===== config.mk =====
export PLATFORM = sky130hd
export DESIGN_NAME = matrix_rd_seq
export DESIGN_NICKNAME = d
export VERILOG_FILES = /design/src/rtl/matrix_rd_seq.sv
export SDC_FILE = /design/constraint.sdc
export NUM_CORES = 1
export LEC_CHECK = 0
export BUFFER_PORTS_ARGS = -buffer_cell sky130_fd_sc_hd__buf_2
export CAP_MARGIN = 20
export CORE_ASPECT_RATIO = 0.7
export CORE_MARGIN = 2
export CORE_UTILIZATION = 46
export DETAILED_ROUTE_END_ITERATION = 16
export GPL_TIMING_DRIVEN = 0
export PLACE_DENSITY = 0.64
export SLEW_MARGIN = 0
export SYNTH_ARGS = -nofsm -noshare
export SYNTH_HDL_FRONTEND = slang
export SYNTH_SLANG_ARGS = --single-unit
export TNS_END_PERCENT = 100

===== constraint.sdc =====
create_clock -name CLK -period 2.7 [get_ports CLK]
set_input_delay 0.54 -clock CLK [delete_from_list [all_inputs] [get_ports CLK]]
set_output_delay 0.54 -clock CLK [all_outputs]
set_load 0.005 [all_outputs]

===== src/rtl/matrix_rd_seq.sv =====
// Matrix read sequencer: walks (row, col) of a latched matrix, issues linear memory reads,
// and re-tags in-order responses as an element stream. Define MATRIX_RD_SEQ_COL_MAJOR_EN for column-major order.
module matrix_rd_seq #(
    parameter int MSB = 11,
    parameter int DW  = 16
) (
    input  logic          CLK,
    input  logic          RST,
    input  logic          start,
    input  logic [MSB:0]  row_max,
    input  logic [MSB:0]  col_max,
    output logic          busy,
    output logic          done,
    output logic          req_valid,
    input  logic          req_ready,
    output logic [MSB:0]  req_addr,
    input  logic          rsp_valid,
    input  logic [DW-1:0] rsp_data,
    output logic          out_valid,
    input  logic          out_ready,
    output logic [DW-1:0] out_data,
    output logic [MSB:0]  out_row,
    output logic [MSB:0]  out_col,
    output logic          out_last,
    output logic          rsp_err
);

    localparam int KW = $clog2(MSB + 2);

    typedef enum logic [1:0] {IDLE, RUN, DRAIN} state_t;

    state_t        state, state_nx;
    logic [MSB:0]  row_max_q, col_max_q, cur_row, cur_col;
    logic [KW-1:0] shift_q, shift_d;
    logic [2:0]    meta_cnt, data_cnt;
    logic [1:0]    meta_wr, meta_rd, data_wr, data_rd;
    logic [MSB:0]  meta_row  [4];
    logic [MSB:0]  meta_col  [4];
    logic          meta_last [4];
    logic [DW-1:0] data_mem  [4];
    logic          start_acc, req_hs, out_hs, rsp_acc, rsp_drop, cur_last;

    // Column width in address bits = number of trailing ones in col_max (lowest zero wins).
    always_comb begin
        shift_d = KW'(MSB + 1);
        for (int i = MSB; i >= 0; i--) begin
            if (!col_max[i]) shift_d = KW'(i);
        end
    end

    assign start_acc = (state == IDLE) && start;
    assign req_valid = (state == RUN) && (meta_cnt < 3'd4);
    assign req_hs    = req_valid && req_ready;
    assign out_valid = (data_cnt != 3'd0);
    assign out_hs    = out_valid && out_ready;
    // A beat is only legal while some request still lacks its data.
    assign rsp_acc   = rsp_valid && (data_cnt != meta_cnt);
    assign rsp_drop  = rsp_valid && !rsp_acc;
    assign cur_last  = (cur_row == row_max_q) && (cur_col == col_max_q);
    assign req_addr  = (cur_row << shift_q) | cur_col;

    assign out_data  = out_valid ? data_mem[data_rd]  : '0;
    assign out_row   = out_valid ? meta_row[meta_rd]  : '0;
    assign out_col   = out_valid ? meta_col[meta_rd]  : '0;
    assign out_last  = out_valid ? meta_last[meta_rd] : 1'b0;

    always_ff @(posedge CLK or posedge RST) begin
        if (RST) state <= IDLE;
        else     state <= state_nx;
    end

    // NOTE: every output of a combinational block gets a default first so no latch is inferred.
    always_comb begin
        state_nx = state;
        busy     = (state != IDLE);
        case (state)
            IDLE:    if (start) state_nx = RUN;
            RUN:     if (req_hs && cur_last) state_nx = DRAIN;
            DRAIN:   if (out_hs && out_last) state_nx = IDLE;
            default: state_nx = IDLE;
        endcase
    end

    always_ff @(posedge CLK or posedge RST) begin
        if (RST) begin
            row_max_q <= '0;
            col_max_q <= '0;
            shift_q   <= '0;
            cur_row   <= '0;
            cur_col   <= '0;
            meta_cnt  <= '0;
            data_cnt  <= '0;
            meta_wr   <= '0;
            meta_rd   <= '0;
            data_wr   <= '0;
            data_rd   <= '0;
            done      <= 1'b0;
            rsp_err   <= 1'b0;
        end else begin
            done <= (state == DRAIN) && out_hs && out_last;

            if (start_acc) begin
                row_max_q <= row_max;
                col_max_q <= col_max;
                shift_q   <= shift_d;
                cur_row   <= '0;
                cur_col   <= '0;
                rsp_err   <= 1'b0;
            end else if (req_hs) begin
`ifdef MATRIX_RD_SEQ_COL_MAJOR_EN
                if (cur_row == row_max_q) begin
                    cur_row <= '0;
                    cur_col <= cur_col + 1'b1;
                end else begin
                    cur_row <= cur_row + 1'b1;
                end
`else
                if (cur_col == col_max_q) begin
                    cur_col <= '0;
                    cur_row <= cur_row + 1'b1;
                end else begin
                    cur_col <= cur_col + 1'b1;
                end
`endif
            end

            if (rsp_drop) rsp_err <= 1'b1;

            if (req_hs)  meta_wr <= meta_wr + 1'b1;
            if (rsp_acc) data_wr <= data_wr + 1'b1;
            if (out_hs) begin
                meta_rd <= meta_rd + 1'b1;
                data_rd <= data_rd + 1'b1;
            end
            meta_cnt <= meta_cnt + 3'(req_hs)  - 3'(out_hs);
            data_cnt <= data_cnt + 3'(rsp_acc) - 3'(out_hs);
        end
    end

    // NOTE: FIFO storage has no reset; validity lives in the counts, and outputs are gated by out_valid.
    always_ff @(posedge CLK) begin
        if (req_hs) begin
            meta_row[meta_wr]  <= cur_row;
            meta_col[meta_wr]  <= cur_col;
            meta_last[meta_wr] <= cur_last;
        end
        if (rsp_acc) data_mem[data_wr] <= rsp_data;
    end

endmodule


# After elaboration in Yosys (flattened, before gate mapping)
# Memory sizes are Yosys's and may differ from the RTL's.
# Index checks and enable logic that the tools add are counted.
dict set report op_classes {
  add_sub_neg 10
  mul 0
  n_div 0
  magnitude_cmp 1
  n_eq_ne 8
  shift 1
  muxes 32
  bitwise_logic 1
  n_reduce_logical 20
}
# cell count
set op_table {}
lappend op_table {{12-bit two-way mux} 8}
lappend op_table {{4-bit two-way mux} 11}
lappend op_table {{12-bit by 1-bit adder with 12-bit output, second input constant} 2}
lappend op_table {{12-bit == test} 2}
lappend op_table {{16-bit two-way mux} 1}
lappend op_table {{12-bit bitwise OR} 1}
lappend op_table {{12-bit by 4-bit << shifter with 12-bit output} 1}
lappend op_table {{1-bit logical AND} 11}
lappend op_table {{2-bit by 1-bit adder with 2-bit output, second input constant} 4}
lappend op_table {{2-bit nonzero test} 4}
lappend op_table {{1-bit two-way mux} 7}
lappend op_table {{3-bit by 1-bit adder with 3-bit output} 2}
lappend op_table {{2-bit two-way mux} 3}
lappend op_table {{2-bit case mux with 3 select lines} 1}
lappend op_table {{3-bit by 1-bit subtractor with 3-bit output} 2}
lappend op_table {{2-bit inequality test, second input constant} 2}
lappend op_table {{3-bit < comparator, second input constant} 1}
lappend op_table {{3-bit two-way mux} 1}
lappend op_table {{3-bit inequality test} 1}
lappend op_table {{3-bit AND reduction} 1}
lappend op_table {{3-bit nonzero test} 1}
lappend op_table {{2-bit by 1-bit == test with 1-bit output, second input constant} 1}
lappend op_table {{2-bit == test, second input constant} 1}
lappend op_table {{2-bit logical NOT} 1}
lappend op_table {{3 further kinds} 3}
dict set report totals {
  register_bits 70
  latch_bits 0
  mem_bits_rw 164
  rom_bits 0
  output_inout_bits 58
  n_memories 4
}
# memory depth width rd rd_clocked_by_memory_dff wr line_no
set memory_table {}
lappend memory_table {data_mem 4 16 1 0 1 40} ;# logic [DW-1:0] data_mem [4];
lappend memory_table {meta_col 4 12 1 0 1 38} ;# logic [MSB:0] meta_col [4];
lappend memory_table {meta_row 4 12 1 0 1 37} ;# logic [MSB:0] meta_row [4];
lappend memory_table {meta_last 4 1 1 0 1 39} ;# logic meta_last [4];

# Longest topological paths before layout
# Gate-level depths: netlist of run 1.
dict set report depth {
  word_depth 12
  mapped_depth 11
  depth_no_buf 10
}

# Worst setup path before layout of run 1
# OpenSTA, ideal clock, no wires.
dict set report synth_path {
  path_kind {reg-to-reg}
  start {register data_cnt[1]}
  end {register data_cnt[2]}
  setup_time_ns 0.126
  t_arrival_ns 2.271
  t_required_ns 2.574
  setup_slack_ns 0.304
  stages_incl_launch_ff 12
  n_path_buf 1
  synth_period_minus_slack_ns 2.396
  path_cell_list {dfrtp_1 > or3_1 > clkbuf_1 > nand2_1 > inv_1 > ha_1 > inv_1 > ha_1 > inv_1 > fa_1 > xnor2_1 > xnor2_1}
}
dict set report synth_between {
  word_cells_on_any_way 6
}
# item line_no
set synth_rtl {}
lappend synth_rtl {{start, declared} 35} ;# logic [2:0] meta_cnt, data_cnt;
lappend synth_rtl {{start signal, assigned} 136} ;# data_cnt <= data_cnt + 3'(rsp_acc) - 3'(out_hs);
lappend synth_rtl {{3-bit nonzero test} 54} ;# assign out_valid = (data_cnt != 3'd0);
lappend synth_rtl {{1-bit logical AND} 55} ;# assign out_hs = out_valid && out_ready;
lappend synth_rtl {{named net out_hs} 41} ;# logic start_acc, req_hs, out_hs, rsp_acc, rsp_drop, cur_last;
lappend synth_rtl {{3-bit by 1-bit subtractor with 3-bit output} 136}
# The timed path passes the listed nets, and every way through them passes these cells.
# A chain may end at the register's enable or synchronous reset.

# Final worst setup path of run 1
dict set report layout_path {
  start {register cur_row[8]}
  end {output req_addr[11]}
}
dict set report layout_between {
  elab_chain_len 2
}
# item line_no
set layout_rtl {}
lappend layout_rtl {{start, declared} 33} ;# logic [MSB:0] row_max_q, col_max_q, cur_row, cur_col;
lappend layout_rtl {{start signal, assigned} 120} ;# cur_row <= cur_row + 1'b1;
lappend layout_rtl {{12-bit by 4-bit << shifter with 12-bit output} 60} ;# assign req_addr = (cur_row << shift_q) | cur_col;
lappend layout_rtl {{12-bit bitwise OR} 60}
lappend layout_rtl {{end, declared} 16} ;# output logic [MSB:0] req_addr,
# No other way between the ends.

==> results of run 1 <==
timing repair:
action | 4_1_cts | 5_1_grt
resized for setup | 24 | 31
endpoints found under the hold margin | 0 | 0
cloned | 0 | 0
setup endpoints to repair | 50 | 39
buffers inserted | 0 | 1
worst min-delay path: cells and delay by family:
kind          cells  cell delay [ns]
simple gates      2             0.08
buf+inv           1             0.08
sequential cells by signal, summed over array words and instances (netlist names), 2 cells and up:
signal     cells
col_max_q     12
row_max_q     12
meta_last      4
data_rd        2
data_wr        2
meta_rd        2
data_mem      64
cur_row       12
state          2
meta_row      48
data_cnt       3
meta_wr        2
cur_col       12
meta_cnt       3
shift_q        4
meta_col      48
worst paths after layout:
kind | slack (ns) | startpoint | to | cells after the start
worst max-delay path | 0.09 | cur_row[8] | req_addr[11] | 4
max in group asynchronous | 1.84 | RST | cur_row[0] | 2
worst min register to register | 0.49 | rsp_err | rsp_err | 2
min in group asynchronous | 0.23 | RST | rsp_err | 2
worst min-delay path | 0.22 | row_max[10] | row_max_q[10] | 3
worst max register to register | 0.15 | state[1] | meta_cnt[2] | 10
metrics by stage:
step           cell area, um^2   util  hold WS [ns]
2_1_floorplan            10400      -         0.466
3_3_place_gp             11300  0.514         0.477
3_5_place_dp             11400  0.519         0.470
4_1_cts                  12200  0.556         0.210
5_1_grt                  12300  0.560         0.226
6_report                 12300  0.560         0.224
routing by layer:
layer  GRT usage  share of wire  vias to the layer above
met2       0.316           0.45                      189
li1            -              -                     2901
met4      0.0480          0.019                        0
met3      0.0315          0.060                       36
met1       0.302           0.47                     3181
met5           0              0                        -
cell usage after synthesis, drive strengths merged (15+ instances only):
library cell and n:
a21oi 17, and2 51, buf 15, clkbuf 26, dfrtp 70, edfxtp 164
inv 21, mux4 45, nand2 94, nand4 15, nor2 21, o21ai 20
xnor2 28, xor2 19
cells by family after synthesis:
group	share of synthesized area
DFF	0.643
and+or+nand+nor	0.117
buffers and inverters	0.0254
adders and majority gates	0.0207
xor gates and xnor gates	0.0411
AOI/OAI and AO/OA	0.0399
muxes	0.113
power breakdown:
group	leakage [nW]	internal [W]	switching, W
Clock	0.383	0.00192	0.00136
Combinational	1.95	0.00224	0.00231
Sequential	2.36	0.00479	0.000607
Total	4.69	0.00895	0.00428
placed cells by master (no fill, tap or decap), types with 7 or more instances in the layout:
| cell type | Yosys | layout |
|---|---|---|
| dfrtp_1 | 70 | 62 |
| edfxtp_1 | 164 | 164 |
| dfrtp_2 | 0 | 8 |
| and2_1 | 51 | 51 |
| nand2_1 | 94 | 93 |
| ha_1 | 14 | 14 |
| nor2_1 | 21 | 20 |
| xor2_1 | 19 | 19 |
| nand3_1 | 11 | 11 |
| inv_1 | 20 | 18 |
| nand4_1 | 14 | 14 |
| a21oi_1 | 17 | 17 |
| mux2i_1 | 14 | 9 |
| xnor2_1 | 26 | 26 |
| a211oi_1 | 7 | 7 |
| clkbuf_1 | 25 | 14 |
| o21ai_0 | 20 | 19 |
| clkinv_2 | 0 | 7 |
| mux4_2 | 45 | 45 |
| buf_2 | 9 | 106 |
| clkbuf_16 | 0 | 24 |
cell type report:
type / count / area, um^2 / share of cell area
multi-input combinational: 423 / 3490 / 0.284
timing repair buffer: 108 / 633 / 0.0517
clock inverter: 17 / 171 / 0.0140
inverter: 21 / 81.3 / 0.00664
buffer: 33 / 233 / 0.0190
sequential: 234 / 6690 / 0.546
tap: 282 / 353 / 0.0288
clock buffer: 27 / 612 / 0.0499
==> impl_metrics.yaml, run 1 <==
clock_network:
  ctsLongestPathBuffers: 3
  clock-sinks: 234
  holdBufCountCts: 0
  path_clk_slew_ns: 0.06
  htreeDepth: 1
  cts_tree: "yes"
  clkLatencyLatePin_ns: 0.52
  cts-root-buf: "clkbuf_16"
  cts_made_buffers: 24
placement:
  place_hpwl_um: 16600
  place_inst: 1108
  dpl_worst_slack_ns: -0.172
  portBuffers: 103
  gp_congestion: 0.907
global_routing:
  grtUsageTotal: 0.202
  antenna_found_initial: 1
  grt_overflow: 0
  grt_max_degree: 71
  grt_pass1_vias: 6361
  grt_pass1_wl_um: 36500
synthesis:
  synth_flop_cell: "edfxtp_1"
  async_flop_share: 0.299
  syn_inst: 719
  synth_seq_cells: 234
  syn_nets: 781
  synth_top_cell_by_area: "edfxtp_1"
  ys_seq_area_frac: 0.643
  synthTopCellsByArea: "edfxtp_1 (47%), dfrtp_1 (17%), mux4_2 (9.8%)"
  synth_edf_count: 164
  synth_cell_type_count: 53
  syn_area_per_cell_um2: 14.4
  synth_area_um2: 10400
  yosys.area.top_type_share: 0.474
  ys_warn_count: 0
cells_and_area:
  nets: 907
  fill_cells: 1739
  syn2layout_area_growth_pct: 18.0
  drive_gt1_frac: 0.283
  stdcell_count: 1145
  n_antenna_cell: 0
sta:
  slew_violations: 0
  max_slew_margin: 0.396
  tightest_slew_ns: 0.906
  finalHoldViolCount: 0
  timing.final.crit_period_ns: 2.61
  clock.fmax_mhz: 383
  fin_tns_setup_ns: 0
  finalSetupViolCount: 0
  min_period_over_period: 0.967
  clock-skew-final_ns: 0.0172
  fin_ws_ns: 0.0898
pwr:
  cellLeakagePower_nw: 4.69
  total_power_w: 0.0132
  ir_drop_uv: 459
  power.density_nw_per_um2: 1080
route:
  routed_wl_um: 23500
  firstDrtPassIters: 5
  wl_per_cell_um: 20.6
  vias_per_cell: 5.51
  drc: 0
  dr_total_vias: 6307
  ant_nets: 0
  drt_iter0_markers: 608
critical_path:
  crit_fanout: 13
  cp_top_family: "multiplexers"
  cp.arrival_ns: 2.07
  cp_data_required_time_ns: 2.16
  end_kind: "output pin"
  startpoint_type: "flop"
  slowest_delay_ns: 0.59
  cp_cell_sequence: "mux4_2 > mux2i_1 > o21ai_0 > buf_2"
  critPathBufInv: 1
  critPathSlowestCell: "dfrtp_1"
  timing_worst_setup_path_type: "reg -> out"
floorplan:
  chipHeight_um: 130
  die_area_um2: 23800
  start_util: 0.474
  pin_count: 104
  core_area_um2: 21900
  row_count: 45
  fp.dieW_um: 184
flow_run:
  cap_violations: 0
hold_path:
  min_path_type: "in -> reg"
run_status:
  status: "complete, no violations"
(Power assumes the default switching activity.)
==> run 2, diff against run 1 <==
Clock period 2.7 ns to 3.2 ns, I/O delays scaled along.
==> run 2 against run 1 <==
Die area is the same. Register-to-register slack gained 0.15 ns. Combinational power shrank 17%. Setup slack gained 0.067 ns. Critical path depth grew 3. Global-route usage is essentially flat. Core utilization shrank 0.45 points. Routed wire length shrank 0.45%. Critical path type unchanged. Largest cell class unchanged. Largest power group unchanged.
==> impl_metrics.yaml, run 2 (synthesis results as in run 1) <==
run_status:
  status: "complete, no violations"
clock_network:
  post-cts-setup-buffers: 0
  path_clk_slew_ns: 0.06
  clock-sinks: 234
  cts_made_buffers: 24
  ctsLongestPathBuffers: 3
  htreeDepth: 1
  clkLatencyLatePin_ns: 0.52
  cts-root-buf: "clkbuf_16"
  cts_tree: "yes"
placement:
  place_hpwl_um: 16600
  portBuffers: 103
  gp_congestion: 0.907
sta:
  min_period_over_period: 0.951
  slew_violations: 0
  timing.final.crit_period_ns: 3.04
  clock-skew-final_ns: 0.0187
  grt_setup_unrepaired: "no"
  tightest_slew_ns: 0.913
  clock.fmax_mhz: 329
  fin_hold_ws_ns: 0.323
  finalHoldViolCount: 0
  fin_tns_setup_ns: 0
  max_slew_margin: 0.391
  finalSetupViolCount: 0
critical_path:
  startpoint: "cur_row[6]"
  reg2reg_from: "data_cnt[1]"
  timing_worst_setup_path_type: "reg -> out"
  cp_data_required_time_ns: 2.56
  r2r_end: "data_cnt[2]"
  rrSetupSlack_ns: 0.30
  crit_fanout: 9
  cp.arrival_ns: 2.40
  end_kind: "output pin"
  worstSetupEndpoint: "req_addr[6]"
  startpoint_type: "flop"
  reg2reg_depth: 11
cells_and_area:
  drive_gt1_frac: 0.251
  mostFrequentLayoutCell: "edfxtp_1"
  reg.largest.list: "data_mem x64, meta_col x48, meta_row x48"
  largest_reg_flops: 64
  most-common-layout-cells: "edfxtp_1 (164), buf_2 (111), nand2_1 (94), dfrtp_1 (70), and2_1 (51)"
  syn2layout_area_growth_pct: 17.0
  nets: 914
  n_antenna_cell: 0
  regMostFlops: "data_mem"
pwr:
  p_switching_w: 0.00356
  swShare: 0.323
  intPower_w: 0.00746
  ir_drop_uv: 376
  clkPwrFrac: 0.251
  combPwrFrac: 0.341
  cellLeakagePower_nw: 4.67
  power.density_nw_per_um2: 907
  sequentialPowerShare: 0.408
global_routing:
  use_met1: 0.303
  grt_max_degree: 71
  grt_pass1_vias: 6391
  grt-busiest-layer: "met2"
  grt_overflow: 0
  grt_pass1_wl_um: 36500
  antenna_found_initial: 1
  grtUsageTotal: 0.202
  met3_usage: 0.0315
  met2_usage: 0.317
floorplan:
  row_count: 45
  chipHeight_um: 130
  die_area_um2: 23800
  fp.dieW_um: 184
  pin_count: 104
  start_util: 0.474
  core_area_um2: 21900
hold_path:
  worstHoldStart: "row_max[10]"
  min_path_type: "in -> reg"
route:
  vias_per_cell: 5.49
  firstDrtPassIters: 5
  ant_nets: 0
  wl_per_cell_um: 20.3
  dr_total_vias: 6326
  drc: 0
  drt_iter0_markers: 508
  routed_wl_um: 23400
flow_run:
  cap_violations: 0
==> run 2: cell count changes in the layout (fill, tap and decap cells not counted), sizes merged <==
| cell | before | now |
|---|---|---|
| clkbuf | 47 | 54 |
==> run 2: repair_timing <==
item | CTS | global route
resized for setup | 0 | 7
hold buffers | 0 | 0
setup endpoints to repair | 0 | 28
==> run 2: area by class of cell <==
class,count,area (um^2)
Fill cell,1754,9750
Sequential cell,234,6680
Multi-Input combinational cell,423,3450
Timing Repair Buffer,107,626
Clock buffer,27,612
Tap cell,282,353
Buffer,41,191
Clock inverter,17,171
Inverter,21,81.3
==> run 2: metrics by stage <==
stage | util | total power [W] | worst slack (ns) | instance area (um^2) | cells
2_1_floorplan | - | 0.00694 | 0.792 | 10400 | 719
3_3_place_gp | 0.514 | 0.00815 | -0.0813 | 11300 | 1104
3_5_place_dp | 0.519 | 0.00837 | 0.328 | 11400 | 1108
4_1_cts | 0.555 | 0.0111 | 0.00907 | 12200 | 1152
5_1_grt | 0.555 | 0.0117 | 0.0141 | 12200 | 1152
6_report | 0.555 | 0.0110 | 0.157 | 12200 | 1152
==> run 2: power by group through the flow <==
| stage | sequential (W) | combinational [W] | clock [W] |
|---|---|---|---|
| 6_report | 0.00450 | 0.00376 | 0.00276 |
| 5_1_grt | 0.00458 | 0.00418 | 0.00294 |
| 4_1_cts | 0.00450 | 0.00382 | 0.00281 |
| 3_5_place_dp | 0.00456 | 0.00380 | 0 |
| 3_3_place_gp | 0.00450 | 0.00365 | 0 |
| 2_1_floorplan | 0.00436 | 0.00258 | 0 |
==> run 2: worst max-delay path, cell delays in order, from the launching register on <==
cell,delay (ns)
dfrtp_1,0.42
clkbuf_1,0.42
mux2i_1,0.20
nor2b_1,0.19
a211oi_1,0.32
a21oi_1,0.07
o21bai_1,0.14
buf_2,0.13
==> run 2: layer usage <==
metal | routed length [um] | up-vias
met2 | 10600 | 192
met1 | 11000 | 3181
met4 | 421 | 0
li1 | - | 2919
met3 | 1410 | 34
met5 | 0 | -
==> run 2: how the worst min path moves through the flow <==
stage	depth (start not counted)	to	slack [ns]
2_1_floorplan	2	row_max_q[0]	0.47
3_3_place_gp	2	rsp_err	0.48
3_5_place_dp	2	rsp_err	0.47
4_1_cts	3	row_max_q[10]	0.31
5_1_grt	3	row_max_q[5]	0.33
6_report	3	row_max_q[10]	0.32
==> run 3, diff against run 2 <==
Settings changed: ABC_AREA set to 1.
==> run 3 against run 2 <==
Worst hold slack worse by 0.0074 ns. Synthesized cell count up 48%. Maximum frequency up 2.9%. Critical path type unchanged. Largest power group unchanged. Sequential power about the same.
==> impl_metrics.yaml, run 3 <==
pwr:
  cellLeakagePower_nw: 5.11
  ir_drop_uv: 428
  power.density_nw_per_um2: 904
critical_path:
  cp.arrival_ns: 2.32
  slowest_delay_ns: 0.33
  critPathBufInv: 4
  worstSetupEndpoint: "out_col[4]"
  cp_top_family: "buffers and inverters"
  reg2reg_depth: 10
  reg2reg_from: "data_cnt[1]"
  cp.depth: 7
  timing_worst_setup_path_type: "reg -> out"
  startpoint_type: "flop"
  cp_cell_sequence: "buf_2 > clkinv_1 > clkbuf_1 > nor2_1 > o21ai_0 > a21oi_1 > buf_2"
  r2r_end: "meta_cnt[2]"
  startpoint: "meta_rd[1]"
  end_kind: "output pin"
  rrSetupSlack_ns: 0.49
  critPathSlowestCell: "clkbuf_1"
  crit_fanout: 10
  crit_top_cell: "buf_2"
  cp_data_required_time_ns: 2.56
global_routing:
  antenna_found_initial: 0
  grt_pass1_vias: 7069
  grt_overflow: 0
  grtUsageTotal: 0.207
  grt_max_degree: 70
  grt_pass1_wl_um: 39100
sta:
  grt_setup_unrepaired: "no"
  slew_violations: 0
  min_period_over_period: 0.925
  fin_hold_ws_ns: 0.316
  finalSetupViolCount: 0
  clock-skew-final_ns: 0.0191
  timing.final.crit_period_ns: 2.96
  max_slew_margin: 0.382
  tightest_slew_ns: 0.927
  clock.fmax_mhz: 338
  finalHoldViolCount: 0
synthesis:
  ys_seq_area_frac: 0.628
  synth_most_common_cell: "nor2_1"
  yosys.area.top_type_share: 0.463
  synth_cell_type_count: 38
  synth_seq_cells: 234
  async_flop_share: 0.299
  syn_nets: 1127
  syn_inst: 1065
  ys_warn_count: 0
  synthTopCellsByArea: "edfxtp_1 (46%), dfrtp_1 (16%), nor2_1 (7.9%)"
  syn_area_per_cell_um2: 9.98
  netlist_top_cells_count: "nor2_1 (224), nand2_1 (204), edfxtp_1 (164)"
  synth_top_cell_by_area: "edfxtp_1"
  synth_flop_cell: "edfxtp_1"
  synth_area_um2: 10600
  synth_edf_count: 164
route:
  dr_total_vias: 7670
  firstDrtPassIters: 5
  routed_wl_um: 25000
  ant_nets: 0
  vias_per_cell: 5.01
  drc: 0
  wl_per_cell_um: 16.3
  drt_iter0_markers: 495
clock_network:
  clock-sinks: 234
  cts-root-buf: "clkbuf_16"
  clkLatencyLatePin_ns: 0.52
  ctsLongestPathBuffers: 3
  path_clk_slew_ns: 0.06
  cts_made_buffers: 24
  htreeDepth: 1
  cts_tree: "yes"
cells_and_area:
  most-common-layout-cells: "nor2_1 (216), nand2_1 (204), edfxtp_1 (164), buf_2 (121), o21ai_0 (113)"
  stdcell_count: 1531
  drive_gt1_frac: 0.162
  reg.largest.list: "data_mem x64, meta_col x48, meta_row x48"
  fill_cells: 2039
  nets: 1264
  n_antenna_cell: 0
  syn2layout_area_growth_pct: 17.7
  largest_reg_flops: 64
  mostFrequentLayoutCell: "nor2_1"
  regMostFlops: "data_mem"
run_status:
  status: "complete, no violations"
placement:
  place_hpwl_um: 17800
  place_inst: 1487
  gp_congestion: 0.875
  portBuffers: 103
flow_run:
  cap_violations: 0
floorplan:
  core_area_um2: 22700
  fp.dieW_um: 186
  die_area_um2: 24400
  pin_count: 104
  start_util: 0.469
  chipHeight_um: 131
  row_count: 46
hold_path:
  min_path_type: "in -> reg"
[run 3: changes by cell type in the layout (fill, tap and decap cells not counted), sizes merged, moves of 12 or more]
cell	change
a21oi	+30
buf	+12
nand3	+15
mux4	-45
nand4	-12
and2	-50
o21ai	+101
mux2i	-13
nand2	+114
inv	+42
nor2	+204
[run 3: worst min-delay path by stage]
| stage | from | endpoint | slack (ns) | cells past startpoint |
|---|---|---|---|---|
| 3_5_place_dp | row_max_q[10] | row_max_q[10] | 0.49 | 2 |
| 2_1_floorplan | col_max_q[2] | col_max_q[2] | 0.47 | 2 |
| 3_3_place_gp | rsp_err | rsp_err | 0.47 | 2 |
| 5_1_grt | rsp_data[6] | data_mem[1][6] | 0.32 | 1 |
| 4_1_cts | row_max[1] | row_max_q[1] | 0.30 | 3 |
| 6_report | row_max[1] | row_max_q[1] | 0.32 | 3 |
[run 3: cells by family after synthesis]
group / count (synthesis) / share of synthesized area
DFF: 234 / 0.628
xor gates and xnor gates: 48 / 0.0396
AOI/OAI and AO/OA: 176 / 0.0848
and+or+nand+nor: 475 / 0.181
adders and majority gates: 16 / 0.0202
buffers and inverters: 115 / 0.0452
muxes: 1 / 0.000942
[run 3: area by class of cell]
class                           instances  area (um^2)  area share
Multi-Input combinational cell        716         3500       0.280
Inverter                               63          239      0.0191
Clock inverter                         10          120     0.00960
Sequential cell                       234         6680       0.534
Clock buffer                           33          664      0.0531
Tap cell                              312          390      0.0312
Timing Repair Buffer                  111          677      0.0541
Buffer                                 52          245      0.0196
[run 3: metal layers]
layer | routed length [um] | up-vias | track usage
met1 | 12500 | 3580 | 0.335
met3 | 1690 | 28 | 0.0294
met4 | 386 | 0 | 0.0411
met5 | 0 | - | 0
li1 | - | 3821 | -
met2 | 10400 | 241 | 0.296
[run 3: report_power, final]
part	internal (W)	switching (W)	total (W)
sequential	0.00401	0.000469	0.00448
combinational	0.00153	0.00254	0.00407
clock	0.00162	0.00114	0.00276
[run 3: metrics by stage]
step	setup TNS, ns	power [W]	cell area [um^2]	setup slack (ns)	utilization
after floorplan	0	0.00692	10600	0.792	-
after global placement	-12.45	0.00843	11500	-0.185	0.509
after detailed placement	0	0.00861	11700	0.259	0.516
after CTS	0	0.0114	12500	0.0581	0.551
after global routing	0	0.0121	12500	0.0650	0.552
final	0	0.0113	12500	0.241	0.552
[run 3: what timing repair did]
| action | CTS | global route |
|---|---|---|
| pin swaps | 0 | 0 |
| gates cloned | 0 | 0 |
| setup endpoints to repair | 4 | 5 |
| resized for setup | 1 | 1 |
| hold buffers | 1 | 0 |
| buffers inserted | 0 | 0 |
| hold endpoints to repair | 1 | 0 |
[run 3: worst min-delay path: stages]
cell and delay [ns]:
buf_2 0.07, nand2_1 0.04, nand2_1 0.04
